<file path="config.mk">
export PLATFORM = sky130hd
export DESIGN_NAME = seq_alu
export DESIGN_NICKNAME = d
export VERILOG_FILES = /design/src/rtl/seq_alu.sv
export SDC_FILE = /design/constraint.sdc
export NUM_CORES = 1
export LEC_CHECK = 0
export ABC_AREA = 1
export BUFFER_PORTS_ARGS = -buffer_cell sky130_fd_sc_hd__clkbuf_2
export CAP_MARGIN = 20
export CORE_AREA = 2 2 179 181
export CTS_BUF_LIST = sky130_fd_sc_hd__clkbuf_16
export DETAILED_ROUTE_END_ITERATION = 7
export DIE_AREA = 0 0 181 183
export HOLD_SLACK_MARGIN = 0.08
export SETUP_SLACK_MARGIN = 0.02
export SYNTH_ARGS = -nofsm -noshare
export SYNTH_HDL_FRONTEND = slang
export SYNTH_SLANG_ARGS = --single-unit
</file>
<file path="constraint.sdc">
create_clock -name Clk -period 3.2 [get_ports Clk]
set_input_delay 0.32 -clock Clk [delete_from_list [all_inputs] [get_ports Clk]]
set_output_delay 0.32 -clock Clk [all_outputs]
set_load 0.02 [all_outputs]
</file>
<file path="src/rtl/seq_alu.sv">
// seq_alu: clocked ALU with start/done handshake and iterative MUL/DIV.
//   Clk, ResetN        : rising-edge clock, asynchronous active-low reset
//   Start, OP          : request strobe and one-hot opcode
//                        (bit0 ADD, 1 SUB, 2 AND, 3 OR, 4 NOT, 5 SHR, 6 SHL, 7 MUL, 8 DIV)
//   FirstOperand (A), SeconedOperand (B / shift amount)
//   Result, ResultHi   : low result / quotient, MUL high half / DIV remainder
//   ZeroFlag, CarryFlag, NegativeFlag, DivByZero, IllegalOp : registered status
//   Busy, Done         : iteration in progress, one-cycle completion pulse
module seq_alu #(
    parameter int WIDTH = 16,
    parameter int CNT_W = $clog2(WIDTH) + 1
) (
    input  logic             Clk,
    input  logic             ResetN,
    input  logic             Start,
    input  logic [WIDTH-1:0] FirstOperand,
    input  logic [WIDTH-1:0] SeconedOperand,
    input  logic [8:0]       OP,
    output logic [WIDTH-1:0] Result,
    output logic [WIDTH-1:0] ResultHi,
    output logic             ZeroFlag,
    output logic             CarryFlag,
    output logic             NegativeFlag,
    output logic             DivByZero,
    output logic             IllegalOp,
    output logic             Busy,
    output logic             Done
);

    typedef enum logic {IDLE, ITER} state_t;

    state_t             state;
    logic [WIDTH-1:0]   a_reg;   // multiplicand or divisor
    logic [WIDTH-1:0]   hi_reg;  // partial product high half or partial remainder
    logic [WIDTH-1:0]   lo_reg;  // multiplier shifting out / quotient shifting in
    logic               is_div;
    logic [CNT_W-1:0]   cnt;

    // Single-cycle datapath
    logic [WIDTH:0]     sum, diff, shr_ext, shl_ext;
    logic [WIDTH-1:0]   res, res_hi;
    logic               carry, div0;
    logic               legal, iterative;

    always_comb begin
        sum     = {1'b0, FirstOperand} + {1'b0, SeconedOperand};
        diff    = {1'b0, FirstOperand} - {1'b0, SeconedOperand};
        // One extra bit on the shifted-out side captures the last bit lost,
        // which is exactly the carry; large amounts naturally yield zero.
        shr_ext = {FirstOperand, 1'b0} >> SeconedOperand;
        shl_ext = {1'b0, FirstOperand} << SeconedOperand;
        res     = '0;
        res_hi  = '0;
        carry   = 1'b0;
        div0    = 1'b0;
        if (OP[0])      {carry, res} = sum;
        else if (OP[1]) {carry, res} = diff;
        else if (OP[2]) res = FirstOperand & SeconedOperand;
        else if (OP[3]) res = FirstOperand | SeconedOperand;
        else if (OP[4]) res = ~FirstOperand;
        else if (OP[5]) {res, carry} = shr_ext;
        else if (OP[6]) {carry, res} = shl_ext;
        else if (OP[8]) begin
            res    = '1;
            res_hi = FirstOperand;
            div0   = 1'b1;
        end
        legal     = $onehot(OP);
        iterative = OP[7] || (OP[8] && (SeconedOperand != '0));
    end

    // One iteration step of shift-add multiply / restoring divide
    logic [WIDTH:0]     mul_sum, div_shift;
    logic               div_ge;
    logic [WIDTH-1:0]   step_hi, step_lo;

    always_comb begin
        mul_sum   = {1'b0, hi_reg} + ({1'b0, a_reg} & {(WIDTH+1){lo_reg[0]}});
        div_shift = {hi_reg, lo_reg[WIDTH-1]};
        div_ge    = div_shift >= {1'b0, a_reg};
        if (is_div) begin
            step_hi = div_ge ? WIDTH'(div_shift - {1'b0, a_reg}) : div_shift[WIDTH-1:0];
            step_lo = {lo_reg[WIDTH-2:0], div_ge};
        end else begin
            step_hi = mul_sum[WIDTH:1];
            step_lo = {mul_sum[0], lo_reg[WIDTH-1:1]};
        end
    end

    always_ff @(posedge Clk or negedge ResetN) begin
        if (!ResetN) begin
            state        <= IDLE;
            a_reg        <= '0;
            hi_reg       <= '0;
            lo_reg       <= '0;
            is_div       <= 1'b0;
            cnt          <= '0;
            Result       <= '0;
            ResultHi     <= '0;
            ZeroFlag     <= 1'b0;
            CarryFlag    <= 1'b0;
            NegativeFlag <= 1'b0;
            DivByZero    <= 1'b0;
            IllegalOp    <= 1'b0;
            Busy         <= 1'b0;
            Done         <= 1'b0;
        end else begin
            Done <= 1'b0;
            case (state)
                IDLE: begin
                    if (Start) begin
                        if (!legal) begin
                            // Datapath outputs and Z/C/N keep their old values
                            IllegalOp <= 1'b1;
                            DivByZero <= 1'b0;
                            Done      <= 1'b1;
                        end else if (iterative) begin
                            a_reg  <= OP[7] ? FirstOperand : SeconedOperand;
                            lo_reg <= OP[7] ? SeconedOperand : FirstOperand;
                            hi_reg <= '0;
                            is_div <= OP[8];
                            cnt    <= CNT_W'(WIDTH);
                            Busy   <= 1'b1;
                            state  <= ITER;
                        end else begin
                            Result       <= res;
                            ResultHi     <= res_hi;
                            ZeroFlag     <= (res == '0);
                            CarryFlag    <= carry;
                            NegativeFlag <= res[WIDTH-1];
                            DivByZero    <= div0;
                            IllegalOp    <= 1'b0;
                            Done         <= 1'b1;
                        end
                    end
                end
                ITER: begin
                    hi_reg <= step_hi;
                    lo_reg <= step_lo;
                    cnt    <= cnt - 1'b1;
                    if (cnt == CNT_W'(1)) begin
                        Result       <= step_lo;
                        ResultHi     <= step_hi;
                        ZeroFlag     <= (step_lo == '0);
                        CarryFlag    <= !is_div && (step_hi != '0);
                        NegativeFlag <= step_lo[WIDTH-1];
                        DivByZero    <= 1'b0;
                        IllegalOp    <= 1'b0;
                        Busy         <= 1'b0;
                        Done         <= 1'b1;
                        state        <= IDLE;
                    end
                end
                default: state <= IDLE;
            endcase
        end
    end

endmodule

</file>
==> qor.csv <==
stage,metric,value,unit
clock_network,cts-htree-levels,3,
logic_synthesis,ys_types,56,
route,num_vias,12600,
logic_synthesis,ys.flop_type,dfrtp_1,
worst_setup_path,r2r_slack,-0.07,ns
clock_network,tritoncts,yes,
cells_and_area,final_common_cell,nand2_1,
worst_setup_path,cp-end-kind,flip-flop,
die,die_h,183,µm
worst_setup_path,worstSetupStartpointType,primary input,
route,wl_per_cell,19.8,µm
worst_setup_path,critical_path_class,primary input to flip-flop,
route,drt_iter0_markers,1237,
grt,gr-total-overflow,0,
grt,antenna_found_initial,0,
worst_hold_path,hp-class,primary input to flip-flop,
cells_and_area,insertedDiodeCount,0,
logic_synthesis,ys_seq_area_share,21.7,%
worst_setup_path,required,3.45,ns
power,irDropWorstVdd,0.421,mV
logic_synthesis,synth_nets,1842,
die,initial_core_util,34.4,%
worst_hold_path,holdPathEnd,IllegalOp,
worst_setup_path,crit_path_start,OP[0],
timing,period_minus_slack,3.65,ns
logic_synthesis,async_flop_share,100,%
clock_network,path_clk_slew,0.08,ns
cells_and_area,syn_to_final_growth,26.7,%
worst_setup_path,slowest_stage,fa_1,
clock_network,insertion_delay,0.36,ns
clock_network,cts_buffers,9,
place,post_dp_cell_area,12500,µm²
clock_network,cts_buffer_depth,2,
timing,timing.final.crit_share,114,%
timing,rsz0062_at_grt,true,
grt,grt_pass1_vias,11900,
timing,tightest_slew,1.11,ns
worst_setup_path,cpMostUsedCell,fa_1,
timing,setup_slack,-0.451,ns
worst_setup_path,critPathMaxStageDelay,0.52,ns
route,wl,45300,µm
power,p_per_area,850,nW/µm²
cells_and_area,final_nets,2016,
worst_hold_path,hold_start,Start,
cells_and_area,drive_above_1_share,22.6,%
grt,globalRouteTotalUtil,26.5,%
timing,relSlewSlack,25.4,%
power,p_total,0.0116,W
die,row_count,65,
run_status,violations,negative setup slack,
worst_setup_path,cp.arrival,3.90,ns
worst_setup_path,r2r-start,lo_reg[15],
logic_synthesis,ys.warnings.count,0,
cells_and_area,mostFrequentLayoutCells,"383 x nand2_1, 169 x inv_1, 165 x a21oi_1",
route,drc,0,
logic_synthesis,syn_avg_cell_area,6.30,µm²
route,vias_per_cell,5.51,
die,core,31200,µm²
timing,setup_viol,93,
cells_and_area,nFillCells,3317,
clock_network,cts_sinks,93,
worst_setup_path,r2r-end,CarryFlag,
worst_hold_path,hold_path_depth,3,
timing,final.setup_skew,0.0119,ns
worst_setup_path,crit_path_max_fanout,7,
place,gp_congestion,1.09,
logic_synthesis,synth_area,10700,µm²
timing,hold_viol,0,
run_status,status,"complete, but fails checks",
timing,fmax,274,MHz
place,dpl.hpwl,34800,µm
timing,final_max_slew_viol_count,0,
die,dieArea,33100,µm²
cells_and_area,fin_area,13600,µm²
grt,grt_max_degree,52,
worst_setup_path,r2r_cells,22,
logic_synthesis,synth-edff-count,0,
power,p_leak,6.85,nW
clock_network,cts_root_buf,clkbuf_16,
die,die_x,181,µm
run,max_cap_viol_count,0,
route,first_pass_iters,5,
logic_synthesis,ys_ff_latch,93,
route,detail-route-antenna-nets,0,
worst_setup_path,cp_cell_sequence,"buf_6, fa_1, inv_1, fa_1, fa_1, fa_2, inv_2, fa_2, nor4_2, buf_4, nand2_4, nand2_8, inv_6, nor2_4, nand2_2, a21oi_2, o21ai_1",
grt,grt_pass1_wl,67900,µm
logic_synthesis,synthCells,1705,
die,io_pins,83,
place,io_buffers,82,
[repair_timing]
action	in CTS	in global routing
gates resized for setup	29	138
endpoints found under the setup margin	93	93
hold buffers	1	0
setup buffers	3	6
hold endpoints to repair	50	0
cloned	1	8
pin swaps	4	9
[per-stage QoR]
| stage | instances | util [%] | TNS [ns] | setup WS, ns | hold WS [ns] |
|---|---|---|---|---|---|
| after CTS | 2274 | 41.5 | -31.58 | -0.440 | 0.268 |
| after global placement | 2253 | 40.1 | -65.46 | -0.769 | 0.421 |
| final | 2286 | 43.6 | -34.30 | -0.451 | 0.264 |
| after floorplan | 1705 | - | -32.67 | -0.427 | 0.0244 |
| after global routing | 2286 | 43.6 | -41.49 | -0.550 | 0.272 |
| after detailed placement | 2253 | 40.1 | -68.88 | -0.828 | 0.419 |
[kinds of logic (layout without fill, tap and decap cells)]
| logic type | count (synthesis) | after routing | share of synthesized area [%] |
|---|---|---|---|
| buf+inv | 275 | 454 | 10.5 |
| mux | 9 | 9 | 0.839 |
| xor+xnor | 19 | 19 | 1.55 |
| flops | 93 | 93 | 21.7 |
| fa+ha+maj | 93 | 93 | 11.5 |
| compound gates | 397 | 397 | 21.0 |
| simple gates | 819 | 819 | 32.9 |
[worst max-delay path by stage]
stage	endpoint	slack [ns]
after floorplan	ResultHi[12]	-0.43
after global placement	a_reg[10]	-0.77
after detailed placement	a_reg[0]	-0.83
after CTS	Result[15]	-0.44
after global routing	Result[15]	-0.55
final	cnt[4]	-0.45
[worst max-delay path, delay by kind of cell]
family	cells	cell delay, ns
AOI/OAI and AO/OA	2	0.19
adders and majority gates	5	2.30
and+or+nand+nor	5	0.63
buffers and inverters	5	0.47
[cell type report]
cell class	count	area [µm²]	area share, %
clock inverter	7	57.6	0.423
sequential	93	2330	17.1
multi-input combinational	1337	7760	57.0
timing repair buffer	251	2020	14.8
tap	402	503	3.70
inverter	187	719	5.29
clock buffer	9	225	1.66
[routing by layer]
layer | up-vias | GRT usage (%) | routed length, µm
met1 | 5879 | 35.6 | 19300
met3 | 107 | 3.28 | 3360
met4 | 0 | 11.0 | 1960
li1 | 6053 | - | -
met5 | - | 0 | 0
met2 | 565 | 43.4 | 20700
[cell usage after synthesis, drive strengths merged (3+ instances only)]
cell type / n / area share [%]
clkinv: 5 / 0.17
xnor2: 6 / 0.49
dfrtp: 93 / 22
o2111ai: 3 / 0.24
nor4: 4 / 0.35
clkbuf: 46 / 1.6
inv: 182 / 6.4
o211ai: 30 / 2.1
mux2i: 9 / 0.84
or2: 15 / 0.87
nand4: 28 / 1.7
o21bai: 5 / 0.35
a21oi: 180 / 8.6
xor2: 13 / 1.1
o21ai: 124 / 5.9
nand2: 412 / 15
ha: 84 / 9.8
a21boi: 5 / 0.45
buf: 42 / 2.4
nor3: 10 / 0.47
o31ai: 4 / 0.37
a21o: 4 / 0.28
fa: 9 / 1.7
nor2: 186 / 6.8
nand3: 161 / 7.7
a31oi: 33 / 1.9
[report_power, final]
group          internal [W]  total [W]  switching (W)  leakage [nW]
sequential          0.00178    0.00236       0.000581          1.09
combinational       0.00319    0.00814        0.00496          5.62
clock              0.000541    0.00107       0.000528         0.136
total               0.00551     0.0116        0.00606          6.85
Power figures use the tool's default switching activity.
